File: config.mk
export PLATFORM = sky130hd
export DESIGN_NAME = fizzbuzz_ascii_tx
export DESIGN_NICKNAME = d
export VERILOG_FILES = /design/src/rtl/fizzbuzz_ascii_tx.sv
export SDC_FILE = /design/constraint.sdc
export NUM_CORES = 1
export LEC_CHECK = 0
export CORE_ASPECT_RATIO = 1.4
export CORE_MARGIN = 1
export CORE_UTILIZATION = 60
export CTS_BUF_LIST = sky130_fd_sc_hd__clkbuf_4 sky130_fd_sc_hd__clkbuf_8 sky130_fd_sc_hd__clkbuf_16
export CTS_CLUSTER_SIZE = 25
export DETAILED_ROUTE_END_ITERATION = 10
export MAX_ROUTING_LAYER = met4
export PLACE_DENSITY = 0.89
export SYNTH_ARGS = -nofsm -noshare
export SYNTH_HDL_FRONTEND = slang
export SYNTH_SLANG_ARGS = --single-unit
File: constraint.sdc
create_clock -name clk -period 4.35 [get_ports clk]
set_input_delay 0.87 -clock clk [delete_from_list [all_inputs] [get_ports clk]]
set_output_delay 0.87 -clock clk [all_outputs]
set_load 0.05 [all_outputs]
File: src/rtl/fizzbuzz_ascii_tx.sv
// Formats one fizzbuzz result per handshake as an ASCII line ("Fizz", "Buzz",
// "FizzBuzz" or a decimal number, then 0x0A) on a byte-wide valid/ready stream.
module fizzbuzz_ascii_tx #(
  parameter  int MAX_COUNT = 100,
  parameter  int DIGITS    = 3,
  localparam int W         = $clog2(MAX_COUNT) + 1
) (
  input  logic         clk,
  input  logic         reset,
  input  logic         in_valid,
  output logic         in_ready,
  input  logic         fizz,
  input  logic         buzz,
  input  logic         num,
  input  logic [W-1:0] number,
  output logic         out_valid,
  input  logic         out_ready,
  output logic [7:0]   out_data,
  output logic         out_last,
  output logic         proto_err
);

  localparam int CW = $clog2(W + 1);
  localparam int IW = $clog2(DIGITS + 9);
  localparam int BW = 4 * DIGITS;

  typedef enum logic [1:0] {IDLE, CONV, EMIT} state_e;

  state_e          state_q, state_d;
  logic            fizz_q, fizz_d;
  logic            buzz_q, buzz_d;
  logic [W-1:0]    shift_q, shift_d;
  logic [BW-1:0]   bcd_q, bcd_d;
  logic [CW-1:0]   cnt_q, cnt_d;
  logic [IW-1:0]   idx_q, idx_d;
  logic            perr_q, perr_d;

  logic [BW-1:0]   adj;
  logic [BW+W-1:0] shifted;
  logic [IW-1:0]   ndig;
  logic [IW-1:0]   pos;
  logic [3:0]      cur_digit;
  logic            is_text;
  logic            line_end;
  logic [7:0]      cur_byte;

  function automatic logic [7:0] word_char(input logic is_buzz, input logic [1:0] p);
    logic [7:0] c;
    case (p)
      2'd0:    c = is_buzz ? 8'h42 : 8'h46;
      2'd1:    c = is_buzz ? 8'h75 : 8'h69;
      default: c = 8'h7A;
    endcase
    return c;
  endfunction

  // Double-dabble step: correct every digit >= 5, then shift the next bit in.
  always_comb begin
    adj = bcd_q;
    for (int i = 0; i < DIGITS; i++) begin
      if (bcd_q[4*i +: 4] >= 4'd5) adj[4*i +: 4] = bcd_q[4*i +: 4] + 4'd3;
    end
    shifted = {adj, shift_q} << 1;
  end

  // Count of significant digits (at least one, so zero prints as "0").
  always_comb begin
    ndig = IW'(1);
    for (int i = 1; i < DIGITS; i++) begin
      if (bcd_q[4*i +: 4] != 4'd0) ndig = IW'(i + 1);
    end
    pos       = ndig - IW'(1) - idx_q;
    cur_digit = 4'd0;
    for (int i = 0; i < DIGITS; i++) begin
      if (pos == IW'(i)) cur_digit = bcd_q[4*i +: 4];
    end
  end

  always_comb begin
    is_text = fizz_q | buzz_q;
    if (is_text) begin
      line_end = (idx_q == ((fizz_q && buzz_q) ? IW'(8) : IW'(4)));
      if (line_end)              cur_byte = 8'h0A;
      else if (fizz_q && buzz_q) cur_byte = word_char(idx_q >= IW'(4), idx_q[1:0]);
      else                       cur_byte = word_char(buzz_q, idx_q[1:0]);
    end else begin
      line_end = (idx_q == ndig);
      cur_byte = line_end ? 8'h0A : (8'h30 + {4'h0, cur_digit});
    end
  end

  assign in_ready  = (state_q == IDLE);
  assign out_valid = (state_q == EMIT);
  assign out_data  = out_valid ? cur_byte : 8'h00;
  assign out_last  = out_valid && line_end;
  assign proto_err = perr_q;

  // NOTE: every _d gets its hold value first, so no path through this block infers a latch.
  always_comb begin
    state_d = state_q;
    fizz_d  = fizz_q;
    buzz_d  = buzz_q;
    shift_d = shift_q;
    bcd_d   = bcd_q;
    cnt_d   = cnt_q;
    idx_d   = idx_q;
    perr_d  = perr_q;
    case (state_q)
      IDLE: begin
        if (in_valid) begin
          fizz_d  = fizz;
          buzz_d  = buzz;
          shift_d = number;
          bcd_d   = '0;
          cnt_d   = '0;
          idx_d   = '0;
          if (num != !(fizz | buzz)) perr_d = 1'b1;
          state_d = (fizz | buzz) ? EMIT : CONV;
        end
      end
      CONV: begin
        bcd_d   = shifted[BW+W-1:W];
        shift_d = shifted[W-1:0];
        cnt_d   = cnt_q + CW'(1);
        if (cnt_q == CW'(W - 1)) state_d = EMIT;
      end
      EMIT: begin
        if (out_ready) begin
          if (line_end) state_d = IDLE;
          else          idx_d   = idx_q + IW'(1);
        end
      end
      default: state_d = IDLE;
    endcase
  end

  // NOTE: state uses non-blocking assignments so all registers update from pre-edge values.
  always_ff @(posedge clk or posedge reset) begin
    if (reset) begin
      state_q <= IDLE;
      fizz_q  <= 1'b0;
      buzz_q  <= 1'b0;
      shift_q <= '0;
      bcd_q   <= '0;
      cnt_q   <= '0;
      idx_q   <= '0;
      perr_q  <= 1'b0;
    end else begin
      state_q <= state_d;
      fizz_q  <= fizz_d;
      buzz_q  <= buzz_d;
      shift_q <= shift_d;
      bcd_q   <= bcd_d;
      cnt_q   <= cnt_d;
      idx_q   <= idx_d;
      perr_q  <= perr_d;
    end
  end

endmodule

==> results.yml <==
run_status:
  status: "finished clean"
routing:
  detail_route.wl_per_cell_um: 14.57
  firstDrtPassIters: 4
  drt-total-wl_um: 4647
  drcViolationCount: 0
  final_antenna_net_count: 0
  route.vias.total: 1894
  vias_per_cell: 5.937
  first_iter_violations: 61
pwr:
  leakagePower_nw: 1.153
  pwr_density_cell_nw_per_um2: 640.7
  ir_drop_uv: 567.9
yosys:
  synth_seq_cells: 33
  ys_types: 45
  syn_inst: 259
  yosys-top-cells-area: "dfrtp_1, o21ai_0, ha_1"
  ys_warn_count: 0
  syn-num-nets: 288
  synth_top_area_share_pct: 37.14
  yosysSeqAreaShare_pct: 37.14
  synth_area_leader_cell: "dfrtp_1"
  syn_area_per_cell_um2: 8.584
  syn_area_um2: 2223
  ys.flop_type: "dfrtp_1"
  synth-async-reset-ratio_pct: 100.0
  synth_edf_count: 0
finish:
  final_common_cell: "nand2_1"
  final_cell_mix: "nand2_1, o21ai_0, dfrtp_1"
  nNetsFinal: 307
  drive_above_1_share_pct: 7.168
  synthToLayoutAreaGrowth_pct: 15.42
  diodes: 0
floorplanning:
  start_util_pct: 64.04
  pin_count: 27
  rows: 25
  die_w_um: 53.45
  chipHeight_um: 74.03
  core_area_um2: 3472
  die_area_um2: 3956
worst_hold_path:
  min-delay-path-class: "register to register"
  min_path_cells: 1
  whs_endpoint: "proto_err"
  hold_start: "proto_err"
place:
  place.gp.congestion: 0.8491
  portBuffers: 25
  post-dp-hpwl_um: 3260
critical_path:
  cp.arrival_ns: 3.29
  critPathCaptureType: "output port"
  worst_r2r_endpoint: "idx_q[0]"
  crit_required_ns: 3.48
  critPathKind: "register to output port"
  cp-startpoint: "bcd_q[8]"
  cp_slowest_cell: "clkdlybuf4s50_1"
  worstPathCellList: "inv_1 -> ha_1 -> nor3b_1 -> nand3_1 -> ha_1 -> and4bb_2 -> nor2_1 -> a21o_1 -> nor2_1 -> clkdlybuf4s50_1"
  crit_path_max_fanout: 4
  r2r_start: "bcd_q[8]"
  max_stage_delay_ns: 0.81
  worstRegToRegCells: 10
  rrSetupSlack_ns: 1.59
  cp-start-kind: "register"
cts:
  cts.sinks: 33
  cts_setup_buffers: 0
  cts_max_level: 2
  cts_inserted_buffers: 5
  insertion_delay_ns: 0.28
  clk_pin_slew_ns: 0.07
  ctsLongestPathBuffers: 2
  root_buffer: "clkbuf_8"
  tritoncts: "built"
sta:
  fin_worst_skew_ns: 0.006502
  tightestPinTransition_ns: 1.071
  slew_headroom_pct: 28.52
  fmax_mhz: 240.5
  hold_viol_final: 0
  setup_viol_count_final: 0
  setup_tns_ns: 0
  grt_setup_unrepaired: "false"
  hold-worst-slack_ns: 0.4819
  period_minus_slack_ns: 4.157
  slew_violations: 0
  period_share_pct: 95.57
global_routing:
  grt_antenna_before_repair: 0
  grt_max_degree: 34
  grt_pass1_wl_um: 7700
  track_usage_pct: 27.45
  overflow: 0
  grt_pass1_vias: 1757
flow_run:
  cap_violations: 0
-- final cells by class --
type	count	area, um^2
Inverter	13	48.80
Fill cell	254	905.9
Multi-Input combinational cell	199	1292
Tap cell	40	50.05
Timing Repair Buffer	26	262.8
Clock inverter	2	10.01
Sequential cell	33	825.8
Clock buffer	6	76.32
-- through the flow --
stage	cell area (um^2)	setup slack (ns)	total power, mW	utilization [%]	std cells
2_1_floorplan	2223	0.04828	1.163	-	259
3_3_place_gp	2471	0.5557	1.383	71.17	311
3_5_place_dp	2471	0.4864	1.407	71.17	311
4_1_cts	2557	0.1574	1.640	73.66	319
5_1_grt	2566	0.01397	1.750	73.91	319
6_report	2566	0.1927	1.644	73.91	319
-- worst max-delay path by stage --
stage	cells after the start	slack [ns]	end
finish	10	0.19	out_last
global route	10	0.01	out_last
CTS	11	0.16	out_data[4]
detailed placement	11	0.49	out_data[4]
global placement	11	0.56	out_data[4]
floorplan	12	0.05	out_data[1]
-- worst max-delay path, delay by kind of cell (launching register included) --
kind / cells / cell delay [ns]
buffers and inverters: 2 / 0.92
AND/OR/NAND/NOR: 5 / 0.91
adder cells (fa/ha/maj): 2 / 0.55
flip-flops: 1 / 0.41
AO/OA/AOI/OAI: 1 / 0.20
-- per-layer routing --
metal	vias up	routed length, um	track usage [%]
met1	902	2055	30.88
met5	-	0	-
met2	40	2395	46.53
met4	0	76	11.40
met3	8	118	5.317
li1	944	-	-
-- Yosys cell counts, types with 4 or more instances --
cell,number
nand2_1,37
o21ai_0,34
dfrtp_1,33
a21oi_1,15
ha_1,13
inv_1,13
mux2i_1,11
nor2_1,11
clkbuf_1,10
nand2b_1,10
nand3_1,8
a22o_1,4
nand3b_1,4
nor2b_1,4
xnor2_1,4
-- power breakdown --
part	total, mW	switching (mW)	internal, mW
clock network	0.225	0.109	0.117
registers	0.487	0.105	0.382
logic	0.932	0.574	0.358
-- what timing repair did --
action / in CTS / in global routing
endpoints found under the hold margin: 0 / 0
endpoints found under the setup margin: 0 / 2
hold buffers: 0 / 0
resized for setup: 0 / 2
-- flip-flops by register name, indices dropped and copies added (netlist names) --
register and count:
bcd_q 12, shift_q 8, cnt_q 4, idx_q 4, state_q 2, buzz_q 1, fizz_q 1, proto_err 1
-- logic make-up after synthesis --
kind of cell | share of synthesized area (%)
xor gates and xnor gates | 2.758
adders and majority gates | 8.216
and+or+nand+nor | 20.26
DFF | 37.14
buffers and inverters | 5.178
other | 0.1687
muxes | 5.965
AOI/OAI and AO/OA | 20.31
Power figures use the tool's default switching activity.
